### src/rtl/ram8_16_if.sv
// Bus bundle for the ram8_16 register bank: write/read/clear requests in,
// registered read data, read strobe and clear-busy flag out.
interface ram8_16_if #(
    parameter int WIDTH = 16
);
    logic [WIDTH-1:0] in;
    logic [2:0]       address;
    logic             load;
    logic             rd_en;
    logic             clr;
    logic [WIDTH-1:0] out;
    logic             out_valid;
    logic             busy;

    modport master (
        output in, address, load, rd_en, clr,
        input  out, out_valid, busy
    );

    modport slave (
        input  in, address, load, rd_en, clr,
        output out, out_valid, busy
    );
endinterface

### src/rtl/ram8_16.sv
// 8-word register bank with registered read port and self-timed clear sequencer.
// Optional macro RAM8_16_BYPASS_EN: same-edge load+read forwards write data to out.
module ram8_16 #(
    parameter int               WIDTH     = 16,
    parameter logic [WIDTH-1:0] CLR_VALUE = '0
) (
    input  logic     clk,
    input  logic     rst_n,
    ram8_16_if.slave bus
);
    typedef enum logic {
        IDLE  = 1'b0,
        CLEAR = 1'b1
    } state_t;

    state_t           state_reg, state_next;
    logic [2:0]       clr_cnt_reg, clr_cnt_next;
    logic [WIDTH-1:0] word_reg [8];
    logic [WIDTH-1:0] out_reg;
    logic             out_valid_reg;

    logic             idle;
    logic             clearing;
    logic             wr_fire;
    logic             rd_fire;
    logic [7:0]       wr_onehot;
    logic [7:0]       clr_onehot;
    logic [WIDTH-1:0] rd_data;
    logic [WIDTH-1:0] rd_src;

    // State register and clear counter
    always_ff @(posedge clk or negedge rst_n) begin
        if (!rst_n) begin
            state_reg   <= IDLE;
            clr_cnt_reg <= 3'd0;
        end else begin
            state_reg   <= state_next;
            clr_cnt_reg <= clr_cnt_next;
        end
    end

    // Next-state logic; a clr seen while already clearing does not restart the count
    always_comb begin
        state_next   = state_reg;
        clr_cnt_next = clr_cnt_reg;
        case (state_reg)
            IDLE: begin
                if (bus.clr) begin
                    state_next   = CLEAR;
                    clr_cnt_next = 3'd0;
                end
            end
            CLEAR: begin
                clr_cnt_next = clr_cnt_reg + 3'd1;
                if (clr_cnt_reg == 3'd7) begin
                    state_next = IDLE;
                end
            end
            default: begin
                state_next   = IDLE;
                clr_cnt_next = 3'd0;
            end
        endcase
    end

    // Output / strobe decode
    always_comb begin
        idle     = (state_reg == IDLE);
        clearing = (state_reg == CLEAR);
        wr_fire  = idle && !bus.clr && bus.load;
        rd_fire  = idle && !bus.clr && bus.rd_en;
    end

    genvar gi;
    generate
        for (gi = 0; gi < 8; gi++) begin : g_decode
            assign wr_onehot[gi]  = wr_fire  && (bus.address == 3'(gi));
            assign clr_onehot[gi] = clearing && (clr_cnt_reg == 3'(gi));
        end
    endgenerate

    // Word storage; async reset forces the whole bank to zero
    always_ff @(posedge clk or negedge rst_n) begin
        if (!rst_n) begin
            for (int i = 0; i < 8; i++) begin
                word_reg[i] <= '0;
            end
        end else begin
            for (int i = 0; i < 8; i++) begin
                if (clr_onehot[i]) begin
                    word_reg[i] <= CLR_VALUE;
                end else if (wr_onehot[i]) begin
                    word_reg[i] <= bus.in;
                end
            end
        end
    end

    // 8:1 read select, sampling the pre-write contents
    always_comb begin
        rd_data = word_reg[bus.address];
`ifdef RAM8_16_BYPASS_EN
        // Read and write share one address, so a concurrent load is always a same-word hit
        rd_src = bus.load ? bus.in : rd_data;
`else
        rd_src = rd_data;
`endif
    end

    always_ff @(posedge clk or negedge rst_n) begin
        if (!rst_n) begin
            out_reg       <= '0;
            out_valid_reg <= 1'b0;
        end else begin
            out_valid_reg <= rd_fire;
            if (rd_fire) begin
                out_reg <= rd_src;
            end
        end
    end

    assign bus.out       = out_reg;
    assign bus.out_valid = out_valid_reg;
    assign bus.busy      = clearing;
endmodule

### src/flat_wrapper.sv
// flat-port wrapper written by rule: the top's interface ports become plain ports
module ram8_16_flat 
#(
    parameter int               WIDTH     = 16,
    parameter logic [WIDTH-1:0] CLR_VALUE = '0
)
  (clk, rst_n, bus_in, bus_address, bus_load, bus_rd_en, bus_clr, bus_out, bus_out_valid, bus_busy);
  ram8_16_if #(.WIDTH(WIDTH)) bus_i ();
  input  logic clk;
  input  logic rst_n;
  input wire logic [$bits(bus_i.in)-1:0] bus_in;
  input wire logic [$bits(bus_i.address)-1:0] bus_address;
  input wire logic [$bits(bus_i.load)-1:0] bus_load;
  input wire logic [$bits(bus_i.rd_en)-1:0] bus_rd_en;
  input wire logic [$bits(bus_i.clr)-1:0] bus_clr;
  output wire logic [$bits(bus_i.out)-1:0] bus_out;
  output wire logic [$bits(bus_i.out_valid)-1:0] bus_out_valid;
  output wire logic [$bits(bus_i.busy)-1:0] bus_busy;
  assign bus_i.in = bus_in;
  assign bus_i.address = bus_address;
  assign bus_i.load = bus_load;
  assign bus_i.rd_en = bus_rd_en;
  assign bus_i.clr = bus_clr;
  assign bus_out = bus_i.out;
  assign bus_out_valid = bus_i.out_valid;
  assign bus_busy = bus_i.busy;
  ram8_16 #(.WIDTH(WIDTH), .CLR_VALUE(CLR_VALUE)) u_core (.clk(clk), .rst_n(rst_n), .bus(bus_i));
endmodule
### config.mk
export PLATFORM = sky130hd
export DESIGN_NAME = ram8_16_flat
export DESIGN_NICKNAME = d
export VERILOG_FILES = /design/src/rtl/ram8_16_if.sv /design/src/rtl/ram8_16.sv /design/src/flat_wrapper.sv
export SDC_FILE = /design/constraint.sdc
export NUM_CORES = 1
export LEC_CHECK = 0
export CAP_MARGIN = 0
export CORE_ASPECT_RATIO = 0.6
export CORE_MARGIN = 8
export CORE_UTILIZATION = 55
export CTS_CLUSTER_DIAMETER = 60
export DETAILED_ROUTE_END_ITERATION = 10
export GPL_ROUTABILITY_DRIVEN = 0
export PLACE_DENSITY = 0.75
export SLEW_MARGIN = 40
export SYNTH_ARGS = -nofsm -noshare
export SYNTH_HDL_FRONTEND = slang
export SYNTH_SLANG_ARGS = --single-unit
### constraint.sdc
create_clock -name clk -period 2.3 [get_ports clk]
set_input_delay 0.46 -clock clk [delete_from_list [all_inputs] [get_ports clk]]
set_output_delay 0.46 -clock clk [all_outputs]
set_load 0.1 [all_outputs]
==> flow_summary.rst <==
.. list-table::
   :header-rows: 1

   * - Metric
     - Value
   * - Height of the die
     - between 100 and 150 um
   * - Count of endpoints failing setup in the final report
     - 0
   * - Synthesized-area fraction occupied by adder cells
     - 0.0107
   * - Result of the run
     - complete, no violations
   * - First-pass iteration count of the detailed router
     - 7
   * - Post-Route Skew
     - approximately 0.0082 ns
   * - Commonest non-fill, non-tap cells in the layout
     - 291 x sky130_fd_sc_hd__nand2_1, 149 x sky130_fd_sc_hd__dfrtp_1, 119 x sky130_fd_sc_hd__o21ai_0
   * - Synthesized Nets
     - ~820
   * - DRC
     - 0
   * - Final net count
     - between 800 and 900
   * - Inserted Diodes
     - 0
   * - Antenna violations before repair
     - 0
   * - Setup repair after global routing missed its margin
     - no
   * - Share of the clock period used by the worst path after layout
     - 0.795
   * - Fillers
     - approximately 1000
   * - Via density per instance
     - just under 6
   * - Register-to-register path setup slack
     - about 0.5 ns
   * - LEAKAGE
     - approximately 3.7 nW
   * - Worst-case headroom to the max-slew limit
     - 0.500
   * - Synthesized area
     - between 0.007 and 0.008 mm^2
   * - Sum of negative setup slack
     - 0 ns
   * - Core area
     - between 0.01 and 0.015 mm^2
   * - Commonest non-fill, non-tap cell in the layout
     - sky130_fd_sc_hd__nand2_1
   * - Number of buffers added by the clock tree synthesis step
     - 17
   * - Post-Route WL
     - around 19000 um
   * - Req. time, crit path
     - 2.63 ns
   * - Area of the die
     - roughly 0.017 mm^2
   * - Fraction of final layout cells sized beyond drive strength 1
     - 0.101
   * - Global route total overflow
     - 0
   * - Buffers plus inverters on the worst setup path
     - 3
   * - Via count of the first global-routing pass
     - around 5600
   * - Post-detail-place hpwl
     - 13400 um
   * - Max FFs per register
     - 128
   * - Total clock sinks
     - roughly 150
   * - Basic-gate share of the synthesized area counting and, or, nand and nor cells
     - 0.179
   * - Insertion delay to the later sink of the worst-skew pair
     - between 0.4 and 0.5 ns
   * - Area added between synthesis and finish
     - 16.3%
   * - Starting density of the core
     - 0.556
   * - Via count
     - 5750
   * - Post-CTS setup-driven buffer insertion count
     - 0
   * - Cell types with the largest area share after synthesis
     - sky130_fd_sc_hd__dfrtp_1 53%, sky130_fd_sc_hd__nand2_1 16%, sky130_fd_sc_hd__o21ai_0 8.5%
   * - Number of synthesized register bits
     - 149
   * - Arrival time reported for the critical path endpoint
     - 2.15 ns
   * - Maximum number of buffers from clock root to sink
     - 2
   * - Yosys warnings
     - 0
   * - Maximum number of pins on one net before global-route repair
     - 53
   * - Area fraction in compound gates after synthesis
     - 0.141
   * - Global-route wire length before repair
     - ~31000 um
   * - Site Rows
     - 32
   * - Yosys top cell by area
     - sky130_fd_sc_hd__dfrtp_1
   * - Fmax
     - 547 MHz
   * - Clock tree from TritonCTS
     - done
   * - Slew of the pin with the lowest slew margin
     - 0.748 ns
   * - Critical path endpoint category
     - flop
   * - Reg clk slew, reported paths
     - 0.06 ns
   * - Critical Path Slowest Stage Cell
     - sky130_fd_sc_hd__clkdlybuf4s50_1
   * - Main combinational cell family by area after synthesis
     - simple AND/OR/NAND/NOR gates
   * - Class of the most critical hold timing path
     - flop to flop
   * - Hold violation count in the final report
     - 0
   * - Max FO, Critical Path
     - 32
   * - Kind of cell adding the most delay to the critical path
     - buffers and inverters
   * - Total number of H-tree levels
     - 4
   * - Post-DR wirelength/cell
     - 19.7 um
   * - Number of buffer cells added on primary ports
     - 41
   * - Sort of element at the start of the critical path
     - primary input
   * - Total routing resource utilization after global routing
     - 0.235
   * - Count of nets left with antenna violations after detail routing
     - 0
   * - Count of cell types in the netlist
     - 26
   * - Horizontal die dimension
     - between 150 and 200 um
   * - Cells after Synth
     - about 790
   * - Cell at the root of the clock tree
     - sky130_fd_sc_hd__clkbuf_16
   * - Per-instance average area after synthesis
     - 8.95 um^2
   * - Peak ir drop on the vdd network
     - just under 0.6 mV
   * - Min cycle time layout
     - ~1.8 ns
   * - Top Ports
     - 42
   * - Utilization after layout
     - 0.647
   * - Share of the synthesized netlist area taken by xor and xnor gates
     - 0
   * - Cell breakdown of the critical path
     - clkdlybuf4s50_1 -> buf_4 -> or2_2 -> nor2_1 -> buf_12 -> nand2_1 -> o21ai_0
   * - Worst setup path category
     - primary input to flop
   * - Total power density per cell area
     - ~1200 mW/mm^2
   * - Sequential share of the synthesized area
     - 0.530
   * - Max-cap viol count
     - 0
   * - Largest incremental delay on the critical path
     - 0.53 ns
   * - Fraction of post-synthesis cell area in the top cell type by area
     - 0.530
   * - Initial detailed-routing violation count
     - around 800
   * - Mux share of post-synthesis cell area
     - 0.0903
   * - Slew Viols, Final
     - 0
-- worst paths after layout --
check                                 endpoint               from  cells after the start
max                        u_core.word_reg[95]     bus_address[0]                      7
min                          u_core.bus.out[7]  u_core.bus.out[7]                      2
max reg2reg                u_core.word_reg[32]    u_core.bus.busy                      4
min reg2reg                  u_core.bus.out[7]  u_core.bus.out[7]                      2
max in group asynchronous  u_core.word_reg[27]              rst_n                      3
min in group asynchronous  u_core.word_reg[50]              rst_n                      2
-- layout make-up --
cell class / count / area (um^2) / area share
Clock buffer: 19 / 443 / 0.0541
Clock inverter: 12 / 155 / 0.0190
Inverter: 5 / 18.8 / 0.00229
Multi-Input combinational cell: 567 / 2970 / 0.363
Sequential cell: 149 / 3730 / 0.456
Tap cell: 170 / 213 / 0.0260
Timing Repair Buffer: 61 / 654 / 0.0800
-- routing by layer --
metal | share of wire | vias up | GRT usage
li1 | - | 2642 | -
met4 | 0.0085 | 0 | 0.0612
met2 | 0.38 | 311 | 0.286
met1 | 0.49 | 2778 | 0.374
met5 | 0 | - | 0
met3 | 0.13 | 19 | 0.0826
-- where the power goes --
| part | leakage (nW) | internal, mW | switching (mW) |
|---|---|---|---|
| registers | 2.02 | 3.46 | 0.538 |
| logic | 1.37 | 0.872 | 2.36 |
| clock network | 0.277 | 1.73 | 1.10 |
| total | 3.67 | 6.06 | 4.00 |
-- synthesized netlist by cell type --
cell type / count
sky130_fd_sc_hd__mux2i_1: 59
sky130_fd_sc_hd__or4b_4: 1
sky130_fd_sc_hd__clkbuf_2: 3
sky130_fd_sc_hd__mux2_2: 4
sky130_fd_sc_hd__nand3_1: 3
sky130_fd_sc_hd__nand2b_1: 3
sky130_fd_sc_hd__dfrtp_1: 149
sky130_fd_sc_hd__a22oi_1: 26
sky130_fd_sc_hd__o21ai_1: 22
sky130_fd_sc_hd__and2_1: 1
sky130_fd_sc_hd__nor2_2: 4
sky130_fd_sc_hd__nand2_1: 291
sky130_fd_sc_hd__o21ai_0: 119
sky130_fd_sc_hd__nor2_1: 9
sky130_fd_sc_hd__inv_1: 5
sky130_fd_sc_hd__o31ai_1: 2
sky130_fd_sc_hd__buf_2: 22
sky130_fd_sc_hd__ha_1: 6
sky130_fd_sc_hd__clkbuf_1: 26
sky130_fd_sc_hd__nor3_1: 3
sky130_fd_sc_hd__or2_2: 1
sky130_fd_sc_hd__buf_4: 14
sky130_fd_sc_hd__o221ai_1: 6
sky130_fd_sc_hd__nor2b_1: 3
sky130_fd_sc_hd__a22o_1: 3
sky130_fd_sc_hd__nand4bb_1: 1
-- timing repair --
action	CTS	global route
hold buffers	1	0
resized for setup	0	0
hold endpoints to repair	26	0
-- worst reg2reg max path, delay by kind of cell, from the launching register on --
kind	cells	cell delay, ns
simple gates	2	0.78
flops	1	0.53
buf+inv	1	0.23
compound gates	1	0.11
-- kinds of logic (layout without fill, tap and decap cells) --
logic type               count (synthesis)  after routing
AO/OA/AOI/OAI                          178            178
adder cells (fa/ha/maj)                  6              6
buffers and inverters                   70             97
flip-flops                             149            149
multiplexers                            63             63
AND/OR/NAND/NOR                        320            320
-- through the flow --
step                setup WS, ns  instances  hold WS, ns  instance area [um^2]  power, mW
floorplan                  0.259        786        0.164                  7040       6.15
global placement           0.133        951        0.427                  7570       7.07
detailed placement       0.00247        951        0.431                  7570       7.21
CTS                        0.454        983        0.508                  8170       10.0
global route               0.357        983        0.534                  8180       10.5
finish                     0.472        983        0.500                  8180       10.1
Note: power is estimated with default switching activity, not from simulation.
